$ cat src/rtl/ct_loader_if.sv
// ct_loader_if: bus bundle between the ciphertext loader and its environment.
//   in_valid/in_ready/in_data          byte stream into the loader
//   em_addr/em_wrdata/em_wren          write port A of the encrypted-message memory
//   crack_valid/crack_ready            start handshake to the cracker
//   crack_key/crack_found              cracker result, valid while crack_ready=1
// Modports:
//   slave  - the loader (ct_loader) view
//   master - the environment view (byte source, memory, cracker)
// Handshake semantics: a transfer happens on a rising clk edge where valid and
// ready are both high. The stream source holds in_data stable while in_valid is
// high and not accepted. crack_valid is a single-cycle pulse, raised only after
// the loader has seen crack_ready=1; the cracker takes it as accepted by
// dropping crack_ready.
interface ct_loader_if #(
  parameter int LEN_W = 8
);
  logic             in_valid;
  logic             in_ready;
  logic [7:0]       in_data;
  logic [LEN_W-1:0] em_addr;
  logic [7:0]       em_wrdata;
  logic             em_wren;
  logic             crack_valid;
  logic             crack_ready;
  logic [23:0]      crack_key;
  logic             crack_found;

  modport slave (
    input  in_valid, in_data, crack_ready, crack_key, crack_found,
    output in_ready, em_addr, em_wrdata, em_wren, crack_valid
  );

  modport master (
    output in_valid, in_data, crack_ready, crack_key, crack_found,
    input  in_ready, em_addr, em_wrdata, em_wren, crack_valid
  );
endinterface

$ cat src/rtl/ct_loader.sv
// ct_loader: front end of the brute-force cracker.
// Accepts a length-prefixed ciphertext byte stream (byte 0 = L, bytes 1..L =
// ciphertext), writes every byte into the encrypted-message memory at its stream
// index, starts the cracker with one crack_valid pulse, waits for completion and
// holds key, found flag and cycle count for the display.
// Ports:
//   clk, rst        clock, asynchronous active-high reset
//   bus             ct_loader_if.slave (byte stream, memory write port, cracker)
//   abort           synchronous abort; honoured in IDLE/LOAD/START only
//   busy            high in every state except IDLE
//   done            one-cycle pulse in the cycle the result registers change
//   err             last message had L==0
//   result_key      held key of the last completed crack
//   result_found    held found flag
//   result_cycles   cycles from crack_valid to completion, saturating
//   dbg_state       current FSM state
// All outputs are registered. A memory write is issued the cycle after its byte
// is accepted and is never cancelled by a state change or abort.
module ct_loader #(
  parameter int LEN_W = 8,
  parameter int CYC_W = 32
) (
  input  logic             clk,
  input  logic             rst,
  ct_loader_if.slave       bus,
  input  logic             abort,
  output logic             busy,
  output logic             done,
  output logic             err,
  output logic [23:0]      result_key,
  output logic             result_found,
  output logic [CYC_W-1:0] result_cycles,
  output logic [2:0]       dbg_state
);

  typedef enum logic [2:0] {
    S_IDLE      = 3'd0,
    S_LOAD      = 3'd1,
    S_START     = 3'd2,
    S_WAIT_BUSY = 3'd3,
    S_WAIT_DONE = 3'd4,
    S_REPORT    = 3'd5
  } state_t;

  state_t           state;
  logic [LEN_W-1:0] len_q;
  logic [LEN_W-1:0] cnt;
  logic             settle;
  logic [CYC_W-1:0] cyc;
  logic             accept;

  assign accept    = bus.in_valid && bus.in_ready;
  assign dbg_state = state;

  always_ff @(posedge clk or posedge rst) begin
    if (rst) begin
      state            <= S_IDLE;
      len_q            <= '0;
      cnt              <= '0;
      settle           <= 1'b0;
      cyc              <= '0;
      bus.in_ready     <= 1'b0;
      bus.em_addr      <= '0;
      bus.em_wrdata    <= '0;
      bus.em_wren      <= 1'b0;
      bus.crack_valid  <= 1'b0;
      busy             <= 1'b0;
      done             <= 1'b0;
      err              <= 1'b0;
      result_key       <= '0;
      result_found     <= 1'b0;
      result_cycles    <= '0;
    end else begin
      // Single-cycle strobes; re-asserted below only when needed.
      bus.em_wren     <= 1'b0;
      bus.crack_valid <= 1'b0;
      done            <= 1'b0;

      case (state)
        S_IDLE: begin
          bus.in_ready <= 1'b1;
          // A byte arriving together with abort is consumed and dropped.
          if (accept && !abort) begin
            bus.em_wren   <= 1'b1;
            bus.em_addr   <= '0;
            bus.em_wrdata <= bus.in_data;
            len_q         <= LEN_W'(bus.in_data);
            cnt           <= LEN_W'(1);
            busy          <= 1'b1;
            if (bus.in_data == 8'd0) begin
              // Empty message: report an error without touching the cracker.
              err           <= 1'b1;
              result_found  <= 1'b0;
              result_key    <= '0;
              result_cycles <= '0;
              done          <= 1'b1;
              bus.in_ready  <= 1'b0;
              state         <= S_REPORT;
            end else begin
              err   <= 1'b0;
              state <= S_LOAD;
            end
          end
        end

        S_LOAD: begin
          if (abort) begin
            bus.in_ready <= 1'b1;
            busy         <= 1'b0;
            state        <= S_IDLE;
          end else if (accept) begin
            bus.em_wren   <= 1'b1;
            bus.em_addr   <= cnt;
            bus.em_wrdata <= bus.in_data;
            cnt           <= cnt + 1'b1;
            if (cnt == len_q) begin
              bus.in_ready <= 1'b0;
              settle       <= 1'b1;
              state        <= S_START;
            end
          end
        end

        S_START: begin
          if (abort) begin
            settle       <= 1'b0;
            bus.in_ready <= 1'b1;
            busy         <= 1'b0;
            state        <= S_IDLE;
          end else if (settle) begin
            // Let the final memory write land before the cracker starts reading.
            settle <= 1'b0;
          end else if (bus.crack_ready) begin
            bus.crack_valid <= 1'b1;
            cyc             <= '0;
            state           <= S_WAIT_BUSY;
          end
        end

        S_WAIT_BUSY: begin
          cyc <= (&cyc) ? cyc : cyc + 1'b1;
          if (!bus.crack_ready) begin
            state <= S_WAIT_DONE;
          end
        end

        S_WAIT_DONE: begin
          cyc <= (&cyc) ? cyc : cyc + 1'b1;
          if (bus.crack_ready) begin
            result_key    <= bus.crack_key;
            result_found  <= bus.crack_found;
            result_cycles <= cyc;
            done          <= 1'b1;
            state         <= S_REPORT;
          end
        end

        S_REPORT: begin
          bus.in_ready <= 1'b1;
          busy         <= 1'b0;
          state        <= S_IDLE;
        end

        default: begin
          bus.in_ready <= 1'b1;
          busy         <= 1'b0;
          state        <= S_IDLE;
        end
      endcase
    end
  end

endmodule

$ cat src/flat_wrapper.sv
// flat-port wrapper written by rule: the top's interface ports become plain ports
module ct_loader_flat 
#(
  parameter int LEN_W = 8,
  parameter int CYC_W = 32
)
  (clk, rst, abort, busy, done, err, result_key, result_found, result_cycles, dbg_state, bus_in_valid, bus_in_data, bus_crack_ready, bus_crack_key, bus_crack_found, bus_in_ready, bus_em_addr, bus_em_wrdata, bus_em_wren, bus_crack_valid);
  ct_loader_if #(.LEN_W(LEN_W)) bus_i ();
  input  logic clk;
  input  logic rst;
  input  logic abort;
  output logic busy;
  output logic done;
  output logic err;
  output logic [23:0] result_key;
  output logic result_found;
  output logic [CYC_W-1:0] result_cycles;
  output logic [2:0] dbg_state;
  input wire logic [$bits(bus_i.in_valid)-1:0] bus_in_valid;
  input wire logic [$bits(bus_i.in_data)-1:0] bus_in_data;
  input wire logic [$bits(bus_i.crack_ready)-1:0] bus_crack_ready;
  input wire logic [$bits(bus_i.crack_key)-1:0] bus_crack_key;
  input wire logic [$bits(bus_i.crack_found)-1:0] bus_crack_found;
  output wire logic [$bits(bus_i.in_ready)-1:0] bus_in_ready;
  output wire logic [$bits(bus_i.em_addr)-1:0] bus_em_addr;
  output wire logic [$bits(bus_i.em_wrdata)-1:0] bus_em_wrdata;
  output wire logic [$bits(bus_i.em_wren)-1:0] bus_em_wren;
  output wire logic [$bits(bus_i.crack_valid)-1:0] bus_crack_valid;
  assign bus_i.in_valid = bus_in_valid;
  assign bus_i.in_data = bus_in_data;
  assign bus_i.crack_ready = bus_crack_ready;
  assign bus_i.crack_key = bus_crack_key;
  assign bus_i.crack_found = bus_crack_found;
  assign bus_in_ready = bus_i.in_ready;
  assign bus_em_addr = bus_i.em_addr;
  assign bus_em_wrdata = bus_i.em_wrdata;
  assign bus_em_wren = bus_i.em_wren;
  assign bus_crack_valid = bus_i.crack_valid;
  ct_loader #(.LEN_W(LEN_W), .CYC_W(CYC_W)) u_core (.clk(clk), .rst(rst), .bus(bus_i), .abort(abort), .busy(busy), .done(done), .err(err), .result_key(result_key), .result_found(result_found), .result_cycles(result_cycles), .dbg_state(dbg_state));
endmodule
$ cat config.mk
export PLATFORM = sky130hd
export DESIGN_NAME = ct_loader_flat
export DESIGN_NICKNAME = d
export VERILOG_FILES = /design/src/rtl/ct_loader_if.sv /design/src/rtl/ct_loader.sv /design/src/flat_wrapper.sv
export SDC_FILE = /design/constraint.sdc
export NUM_CORES = 1
export LEC_CHECK = 0
export CAP_MARGIN = 30
export CELL_PAD_IN_SITES_DETAIL_PLACEMENT = 2
export CELL_PAD_IN_SITES_GLOBAL_PLACEMENT = 2
export CORE_ASPECT_RATIO = 1.75
export CORE_MARGIN = 2
export CORE_UTILIZATION = 32
export CTS_CLUSTER_SIZE = 12
export DETAILED_ROUTE_END_ITERATION = 8
export PLACE_DENSITY_LB_ADDON = 0.15
export SYNTH_ARGS = -nofsm -noshare
export SYNTH_HDL_FRONTEND = slang
export SYNTH_SLANG_ARGS = --single-unit
$ cat constraint.sdc
create_clock -name clk -period 5.9 [get_ports clk]
set_clock_uncertainty 0.2 [all_clocks]
set_input_delay 1.77 -clock clk [delete_from_list [all_inputs] [get_ports clk]]
set_output_delay 1.77 -clock clk [all_outputs]
set_load 0.05 [all_outputs]
==> impl_metrics.env, run 1 <==
export IMPL_fmax_mhz=242
export IMPL_cts_hold_buf=0
export IMPL_netSwitchingFraction=0.419
export IMPL_ir_drop_mv=0.202
export IMPL_synth_ff_type="dfrtp_1"
export IMPL_crit_buf_inv=1
export IMPL_switchingPower_w=0.00156
export IMPL_cp_data_arrival_time_ns=2.17
export IMPL_yosysWarnings=0
export IMPL_slowest_stage="clkdlybuf4s50_1"
export IMPL_ff_latch_area_um2=3280
export IMPL_hold_viol=0
export IMPL_antenna_cells=0
export IMPL_leakagePower_nw=3.74
export IMPL_grt_ovfl_total=0
export IMPL_required_ns=3.93
export IMPL_status="finished, final reports clean"
export IMPL_rows=68
export IMPL_synth_fp_nets=697
export IMPL_routed_wl_um=20800
export IMPL_power_density_nw_per_um2=447
export IMPL_top_level_ports=120
export IMPL_die_x_um=110
export IMPL_synth_area_leaders="dfrtp_1 (52%), nand2_1 (6.2%), a31o_2 (4.3%)"
export IMPL_ys_seq_area_frac=0.517
export IMPL_netlist_instances=657
export IMPL_netlist_area_um2=6340
export IMPL_grt_max_degree=73
export IMPL_postCtsSetupBuffers=0
export IMPL_drv_cap=0
export IMPL_drv_slew=0
export IMPL_drt_vias_per_instance=5.46
export IMPL_clk_pin_slew_ns=0.06
export IMPL_hold_path_class="register to register"
export IMPL_start_kind="register"
export IMPL_endpoint_kind="primary output"
export IMPL_worst_pin_slew_ns=0.953
export IMPL_p_int_w=0.00216
export IMPL_port_buffers=119
export IMPL_cpLargestDelayFamily="buffers and inverters"
export IMPL_final_layout_size_suffix_gt1_frac=0.116
export IMPL_cts_root_buf="clkbuf_16"
export IMPL_cts_buffers=17
export IMPL_dr_total_vias=5572
export IMPL_hpwl_um=14600
export IMPL_area_delta_synth_final_pct=31.3
export IMPL_rsz0062_at_grt="false"
export IMPL_antenna_found_initial=0
export IMPL_pwr_share_comb=0.353
export IMPL_cp_slowest_stage_delay_ns=0.93
export IMPL_clockBufferDepth=2
export IMPL_slew_headroom=0.364
export IMPL_yosys_area_top_type="dfrtp_1"
export IMPL_synth_common_cells="dfrtp_1 (131), nand2_1 (104), nand3_1 (50)"
export IMPL_drt_iter0_drc=200
export IMPL_cts_tree="done"
export IMPL_h_tree_depth=4
export IMPL_finalSetupViolCount=0
export IMPL_whs_ns=0.274
export IMPL_grt_use_total=0.204
export IMPL_clkLatencyLatePin_ns=0.43
export IMPL_grt_pass1_wl_um=33900
export IMPL_route_detailed_wl_per_inst_um=20.4
export IMPL_critPathMaxFanout=20
export IMPL_ys_seq_elements=131
export IMPL_cts_resized_gates=0
export IMPL_drc=0
export IMPL_final_net_count=802
export IMPL_yosys_area_top_type_share=0.517
export IMPL_ys_types=67
export IMPL_synth_edff_count=0
export IMPL_fp_coreArea_um2=19600
export IMPL_initial_core_util=0.324
export IMPL_fin_crit_sh=0.701
export IMPL_die_area_um2=21000
export IMPL_synth_area_per_cell_um2=9.65
export IMPL_ant_nets=0
export IMPL_p_seq_frac=0.377
export IMPL_cts_num_sinks=131
export IMPL_fillerInstances=2106
export IMPL_pre_cts_ws_ns=1.49
export IMPL_die_h_um=190
export IMPL_worstPathCellList="clkdlybuf4s50_1"
export IMPL_synth_most_common_cell="dfrtp_1"
export IMPL_drt_pass1_iter_count=5
export IMPL_clkPwrFrac=0.269
export IMPL_async_flop_share=1.00
export IMPL_grt_pass1_vias=6212
export IMPL_placed_cells=987
export IMPL_fin_tns_setup_ns=0
export IMPL_place_gp_congestion=0.779
export IMPL_period_needed_ns=4.14
export IMPL_fin_ws_ns=1.76
export IMPL_multiInputGateArea_um2=2750
export IMPL_final_cell_count_no_fill=1020
export IMPL_path_class="register to primary output"
-- layout make-up --
type / count / area share
Clock buffer: 20 / 0.0537
Clock inverter: 12 / 0.0131
Sequential cell: 131 / 0.394
Tap cell: 245 / 0.0368
Multi-Input combinational cell: 452 / 0.330
Timing Repair Buffer: 128 / 0.157
Inverter: 32 / 0.0153
-- per-layer routing --
layer,up-vias,global-route usage,wire length (um)
met4,0,0.0938,645
met5,-,0,0
li1,2549,-,-
met3,38,0.0430,762
met1,2867,0.204,7450
met2,118,0.397,12000
-- kinds of logic (layout without fill, tap and decap cells) --
group,after synthesis,in the layout,synth area share
compound gates,143,143,0.162
xor+xnor,12,12,0.0166
fa+ha+maj,2,2,0.00395
buf+inv,74,192,0.0541
flops,131,131,0.517
mux,6,6,0.00967
simple gates,289,289,0.236
-- tightest hold or removal path, stage by stage (launching register included) --
cell	delay (ns)
dfrtp_1	0.34
nand2_1	0.05
nand2_1	0.05
-- through the flow --
step / area (um^2) / util / total power [W]
after global placement: 7740 / 0.395 / 0.00268
after global routing: 8320 / 0.425 / 0.00393
after floorplan: 6340 / - / 0.00221
after detailed placement: 7740 / 0.395 / 0.00274
after CTS: 8290 / 0.424 / 0.00378
final: 8320 / 0.425 / 0.00372
-- power groups by stage --
stage	registers (W)	logic, W	clock network (W)
after floorplan	0.00178	0.000424	0
after global placement	0.00140	0.00128	0
after detailed placement	0.00142	0.00132	0
after CTS	0.00140	0.00133	0.00104
after global routing	0.00145	0.00141	0.00107
final	0.00140	0.00131	0.00100
-- final timing paths --
kind	startpoint	cells past startpoint	slack (ns)	end
hold reg to reg	u_core.bus.em_addr[7]	2	0.27	u_core.bus.em_addr[7]
hold / removal	u_core.bus.em_addr[7]	2	0.27	u_core.bus.em_addr[7]
setup / recovery	u_core.dbg_state[1]	1	1.76	dbg_state[1]
setup reg to reg	u_core.dbg_state[1]	6	2.68	u_core.cyc[17]
min in group asynchronous	rst	2	1.37	u_core.err
max in group asynchronous	rst	4	3.21	u_core.cyc[16]
-- cells in the final DEF (no fill, tap or decap), types with 3 or more instances in the layout --
master	instances
clkinv_2	4
dfrtp_1	131
nor4_2	3
mux2i_1	5
nor3_1	7
a211o_1	4
a21o_1	3
xor2_1	11
a221o_1	3
buf_4	6
nand3_1	50
inv_1	29
a21oi_1	10
and3_1	12
o311ai_0	10
nor4_1	11
or3_1	6
o21ai_0	41
nand4_1	11
clkbuf_16	17
o31ai_1	9
o211ai_1	7
clkdlybuf4s50_1	119
clkinv_4	4
nand2_1	104
and2_1	4
nor2b_1	33
nor2_1	29
nand2b_1	4
a31o_2	31
-- registers in the layout, summed over array words and instances, names as in the netlist, 3 cells and up --
register	flops
u_core.result_cycles	32
u_core.result_key	24
u_core.cyc	32
u_core.len_q	8
u_core.bus.em_addr	8
u_core.cnt	8
u_core.bus.em_wrdata	8
u_core.dbg_state	3
Note: power is estimated with default switching activity, not from simulation.
==> run 2: changes to the inputs <==
Clock period 5.9 ns to 3.9 ns, I/O delays scaled along.
==> run 2 against run 1 <==
Clock power is 58% higher. Wire length increased by 3.7%. Highest routed layer unchanged. Utilization grew 0.46 points.
==> impl_metrics.env, run 2 (synthesized netlist as in run 1, its figures left out) <==
export IMPL_postCtsSetupBuffers=0
export IMPL_top_level_ports=120
export IMPL_place_gp_congestion=0.779
export IMPL_path_depth=1
export IMPL_drc=0
export IMPL_fmax_mhz=293
export IMPL_crit_start="u_core.dbg_state[2]"
export IMPL_fin_ws_ns=0.493
export IMPL_grt_max_degree=132
export IMPL_highest_layer="met4"
export IMPL_path_class="register to primary output"
export IMPL_cts_resized_gates=0
export IMPL_cts_num_sinks=131
export IMPL_power_w=0.00573
export IMPL_rsz0062_at_grt="false"
export IMPL_pre_cts_ws_ns=0.294
export IMPL_route_detailed_wl_per_inst_um=21.0
export IMPL_slew_headroom=0.397
export IMPL_clk_pin_slew_ns=0.06
export IMPL_endpoint="dbg_state[2]"
export IMPL_cpLargestDelayFamily="buffers and inverters"
export IMPL_grt_pass1_wl_um=35200
export IMPL_area_delta_synth_final_pct=32.7
export IMPL_drt_iter0_drc=194
export IMPL_hold_depth=2
export IMPL_drt_vias_per_instance=5.46
export IMPL_die_area_um2=21000
export IMPL_r2r_cells=6
export IMPL_mostFrequentLayoutCell="dfrtp_1"
export IMPL_slowest_stage="clkdlybuf4s50_1"
export IMPL_route_met3_wl_um=661
export IMPL_cts_tree="done"
export IMPL_final_net_count=812
export IMPL_met2_length_um=12700
export IMPL_cts_hold_buf=0
export IMPL_grt_use_total=0.212
export IMPL_worstPathCellList="clkdlybuf4s50_1"
export IMPL_grt_pass1_vias=6450
export IMPL_final_core_util=0.430
export IMPL_period_needed_ns=3.41
export IMPL_critPathMaxFanout=17
export IMPL_ir_drop_mv=0.295
export IMPL_die_x_um=110
export IMPL_drt_pass1_iter_count=4
export IMPL_antenna_cells=0
export IMPL_r2r_slack_ns=0.86
export IMPL_r2r_end="u_core.cyc[4]"
export IMPL_hpwl_um=15100
export IMPL_largestRegisters="u_core.cyc: 32 flops, u_core.result_cycles: 32 flops, u_core.result_key: 24 flops"
export IMPL_drv_cap=0
export IMPL_layout_common_cells="dfrtp_1 (131), clkdlybuf4s50_1 (119), nand2_1 (104)"
export IMPL_initial_core_util=0.324
export IMPL_fp_coreArea_um2=19600
export IMPL_worst_pin_slew_ns=0.900
export IMPL_die_h_um=190
export IMPL_rr_startpoint="u_core.cyc[0]"
export IMPL_clkLatencyLatePin_ns=0.43
export IMPL_grt_ovfl_total=0
export IMPL_fin_crit_sh=0.874
export IMPL_start_kind="register"
export IMPL_hold_viol=0
export IMPL_power_density_nw_per_um2=681
export IMPL_cts_buffers=17
export IMPL_ant_nets=0
export IMPL_h_tree_depth=4
export IMPL_crit_buf_inv=1
export IMPL_cp_slowest_stage_delay_ns=0.92
export IMPL_fin_tns_setup_ns=0
export IMPL_endpoint_kind="primary output"
export IMPL_wl_met1_um=7680
export IMPL_cp_data_arrival_time_ns=2.04
export IMPL_finalSetupViolCount=0
export IMPL_rows=68
export IMPL_final_layout_size_suffix_gt1_frac=0.130
export IMPL_required_ns=2.53
export IMPL_dr_total_vias=5621
export IMPL_antenna_found_initial=0
export IMPL_hold_path_class="register to register"
export IMPL_whs_ns=0.270
export IMPL_routed_wl_um=21600
export IMPL_status="finished, final reports clean"
export IMPL_cts_root_buf="clkbuf_16"
export IMPL_port_buffers=119
export IMPL_drv_slew=0
export IMPL_clockBufferDepth=2
export IMPL_leakagePower_nw=3.78
## run 2: changes by cell type in the layout (fill, tap and decap cells not counted), moves of 2 or more
cell	delta
buf_12	+2
clkinvlp_4	+3
buf_4	+9
inv_6	+4
clkinv_2	-3
clkbuf_1	-2
## run 2: final cells by class
type,instances,area (um^2)
Fill cell,2139,11200
Sequential cell,131,3280
Clock buffer,17,425
Multi-Input combinational cell,452,2740
Timing Repair Buffer,138,1380
Clock inverter,15,146
Inverter,32,129
Tap cell,245,307
## run 2: stage by stage
stage	cell area [um^2]	cells
global route	8410	1030
global placement	7840	998
CTS	8410	1030
detailed placement	7840	998
finish	8410	1030
floorplan	6340	657
## run 2: where the power goes
group          switching [W]  internal, W
combinational        0.00137     0.000674
clock               0.000693     0.000891
sequential          0.000387      0.00171
## run 2: routing by layer
layer | global-route usage | vias to the layer above
li1 | - | 2565
met3 | 0.0417 | 26
met5 | 0 | -
met1 | 0.212 | 2922
met2 | 0.423 | 108
met4 | 0.0784 | 0
## run 2: how the worst min path moves through the flow
stage	startpoint	end	slack [ns]
floorplan	u_core.len_q[0]	u_core.len_q[0]	0.27
global placement	u_core.bus.em_addr[3]	u_core.bus.em_addr[3]	0.26
detailed placement	u_core.bus.em_addr[2]	u_core.bus.em_addr[2]	0.26
CTS	u_core.bus.em_addr[2]	u_core.bus.em_addr[2]	0.27
global route	u_core.bus.em_wrdata[7]	u_core.bus.em_wrdata[7]	0.31
finish	u_core.bus.em_addr[2]	u_core.bus.em_addr[2]	0.27
==> run 3: changes to the inputs <==
Settings changed: ABC_AREA from default to 1, CAP_MARGIN 30 to 40, CORE_UTILIZATION 32 to 30, CTS_CLUSTER_SIZE 12 to default.
==> run 3 against run 2 <==
Sequential share of layout area shrank 0.46 points. Register-to-register slack improved by 0.38 ns. Largest power group is now combinational cells. Via count increased by 7.6%. Area after synthesis grew 1.4%. Global-route usage grew 0.61 points. Hold slack gained 0.014 ns.
==> impl_metrics.env, run 3 <==
export IMPL_status="finished, final reports clean"
export IMPL_die_area_um2=22700
export IMPL_grt_use_total=0.218
export IMPL_clockBufferDepth=2
export IMPL_worst_pin_slew_ns=0.764
export IMPL_synth_edff_count=0
export IMPL_ys_seq_area_frac=0.510
export IMPL_slew_headroom=0.490
export IMPL_fillerInstances=2390
export IMPL_yosys_area_share_xor_xnor=0.0286
export IMPL_synthSimpleGateAreaFrac=0.337
export IMPL_synth_most_common_cell="nand2_1"
export IMPL_async_flop_share=1.00
export IMPL_synth_ff_type="dfrtp_1"
export IMPL_p_seq_frac=0.332
export IMPL_ant_nets=0
export IMPL_routed_wl_um=23500
export IMPL_rsz0062_at_grt="false"
export IMPL_yosysWarnings=0
export IMPL_worstPathCellList="clkdlybuf4s50_1"
export IMPL_route_detailed_wl_per_inst_um=19.8
export IMPL_drt_vias_per_instance=5.10
export IMPL_fmax_mhz=310
export IMPL_mostFrequentLayoutCell="nand2_1"
export IMPL_crit_buf_inv=1
export IMPL_postCtsSetupBuffers=0
export IMPL_drt_pass1_iter_count=4
export IMPL_synth_fa_ha_area_frac=0.00389
export IMPL_clkLatencyLatePin_ns=0.44
export IMPL_synth_top_family_by_area="simple AND/OR/NAND/NOR gates"
export IMPL_drt_iter0_drc=232
export IMPL_synth_compound_area_frac=0.0547
export IMPL_final_layout_size_suffix_gt1_frac=0.0771
export IMPL_hold_path_class="register to register"
export IMPL_whs_ns=0.284
export IMPL_die_x_um=115
export IMPL_cts_buffers=17
export IMPL_synth_area_per_cell_um2=7.95
export IMPL_critPathMaxFanout=7
export IMPL_netlist_instances=809
export IMPL_cts_root_buf="clkbuf_16"
export IMPL_synth_fp_nets=849
export IMPL_port_buffers=119
export IMPL_dr_total_vias=6046
export IMPL_path_class="register to primary output"
export IMPL_cts_resized_gates=0
export IMPL_clkPwrFrac=0.333
export IMPL_cts_hold_buf=0
export IMPL_drv_cap=0
export IMPL_grt_pass1_vias=6922
export IMPL_slowest_stage="clkdlybuf4s50_1"
export IMPL_netlist_area_um2=6430
export IMPL_ys_seq_elements=131
export IMPL_hold_viol=0
export IMPL_finalSetupViolCount=0
export IMPL_grt_ovfl_total=0
export IMPL_cp_data_arrival_time_ns=1.85
export IMPL_fp_coreArea_um2=20900
export IMPL_yosys_area_top_type="dfrtp_1"
export IMPL_top_level_ports=120
export IMPL_start_kind="register"
export IMPL_area_delta_synth_final_pct=32.4
export IMPL_ys_types=32
export IMPL_drv_slew=0
export IMPL_period_needed_ns=3.22
export IMPL_required_ns=2.53
export IMPL_yosys_area_top_type_share=0.510
export IMPL_cts_tree="done"
export IMPL_cts_num_sinks=131
export IMPL_layout_common_cells="nand2_1 (271), nand3_1 (145), dfrtp_1 (131)"
export IMPL_leakagePower_nw=3.99
export IMPL_netSwitchingFraction=0.393
export IMPL_hpwl_um=17200
export IMPL_cp_slowest_stage_delay_ns=0.89
export IMPL_cpLargestDelayFamily="buffers and inverters"
export IMPL_grt_pass1_wl_um=37600
export IMPL_rows=70
export IMPL_largestRegisters="u_core.cyc: 32 flops, u_core.result_cycles: 32 flops, u_core.result_key: 24 flops"
export IMPL_antenna_cells=0
export IMPL_place_gp_congestion=0.813
export IMPL_p_int_w=0.00344
export IMPL_switchingPower_w=0.00223
export IMPL_fin_crit_sh=0.826
export IMPL_endpoint_kind="primary output"
export IMPL_synthMuxAreaShare=0
export IMPL_die_h_um=198
export IMPL_synth_area_leaders="dfrtp_1 (51%), nand2_1 (16%), nand3_1 (11%)"
export IMPL_ir_drop_mv=0.281
export IMPL_antenna_found_initial=0
export IMPL_pwr_share_comb=0.335
export IMPL_grt_max_degree=132
export IMPL_clk_pin_slew_ns=0.06
export IMPL_fin_tns_setup_ns=0
export IMPL_initial_core_util=0.307
export IMPL_final_net_count=961
export IMPL_h_tree_depth=4
export IMPL_synth_common_cells="nand2_1 (273), nand3_1 (145), dfrtp_1 (131)"
export IMPL_drc=0
export IMPL_r2r_slack_ns=1.24
export IMPL_power_density_nw_per_um2=666
-- run 3: changes by cell type in the layout (fill, tap and decap cells not counted), moves of 10 or more --
cell      before  now
a31o_2        31    0
o311ai_0      10    0
and3_1        12    1
o21ai_1        1   16
nor2_1        29   54
nor2b_1       33    0
nand3_1       50  145
o21ai_0       41   25
nor4_1        11    0
inv_1         29   56
xnor2_1        1   13
nand2_1      104  271
-- run 3: kinds of logic (layout without fill, tap and decap cells) --
group           after synthesis  after routing
buf+inv                      96            221
flops                       131            131
compound gates               60             60
fa+ha+maj                     2              2
xor+xnor                     21             21
simple gates                499            499
-- run 3: path summary, 6_finish.rpt --
check,startpoint,endpoint,cells past startpoint
max in group asynchronous,rst,u_core.cnt[0],3
hold / removal,u_core.bus.em_addr[0],u_core.bus.em_addr[0],2
setup reg to reg,u_core.dbg_state[0],u_core.cyc[1],10
setup / recovery,u_core.dbg_state[0],dbg_state[0],1
hold reg to reg,u_core.bus.em_addr[0],u_core.bus.em_addr[0],2
min in group asynchronous,rst,u_core.result_key[4],3
-- run 3: metal layers --
metal	share of wire	vias to the layer above	track usage	wire (um)
met5	0	-	0	0
met4	0.025	0	0.0781	584
met3	0.021	31	0.0334	495
met2	0.60	98	0.441	14200
met1	0.35	3103	0.215	8210
li1	-	2814	-	-
-- run 3: power groups by stage --
stage / Sequential (W) / Combinational (W) / Clock, W
2_1_floorplan: 0.00235 / 0.000774 / 0
6_report: 0.00188 / 0.00190 / 0.00189
5_1_grt: 0.00193 / 0.00208 / 0.00197
4_1_cts: 0.00189 / 0.00193 / 0.00193
3_5_place_dp: 0.00192 / 0.00192 / 0
3_3_place_gp: 0.00190 / 0.00186 / 0
-- run 3: stage by stage --
step | power (W) | std cells | area (um^2) | utilization | worst slack, ns
5_1_grt | 0.00597 | 1186 | 8510 | 0.407 | 0.619
3_3_place_gp | 0.00376 | 1154 | 7830 | 0.374 | 0.579
6_report | 0.00567 | 1186 | 8510 | 0.407 | 0.677
3_5_place_dp | 0.00383 | 1154 | 7830 | 0.374 | 0.428
2_1_floorplan | 0.00313 | 809 | 6430 | - | 0.907
4_1_cts | 0.00576 | 1186 | 8510 | 0.407 | 0.654
-- run 3: layout make-up --
| cell class | count | area (um^2) | area share |
|---|---|---|---|
| sequential | 131 | 3280 | 0.385 |
| multi-input combinational | 582 | 2730 | 0.321 |
| timing repair buffer | 127 | 1260 | 0.148 |
| clock buffer | 23 | 488 | 0.0573 |
| tap | 252 | 315 | 0.0370 |
| inverter | 62 | 236 | 0.0278 |
| clock inverter | 9 | 198 | 0.0232 |
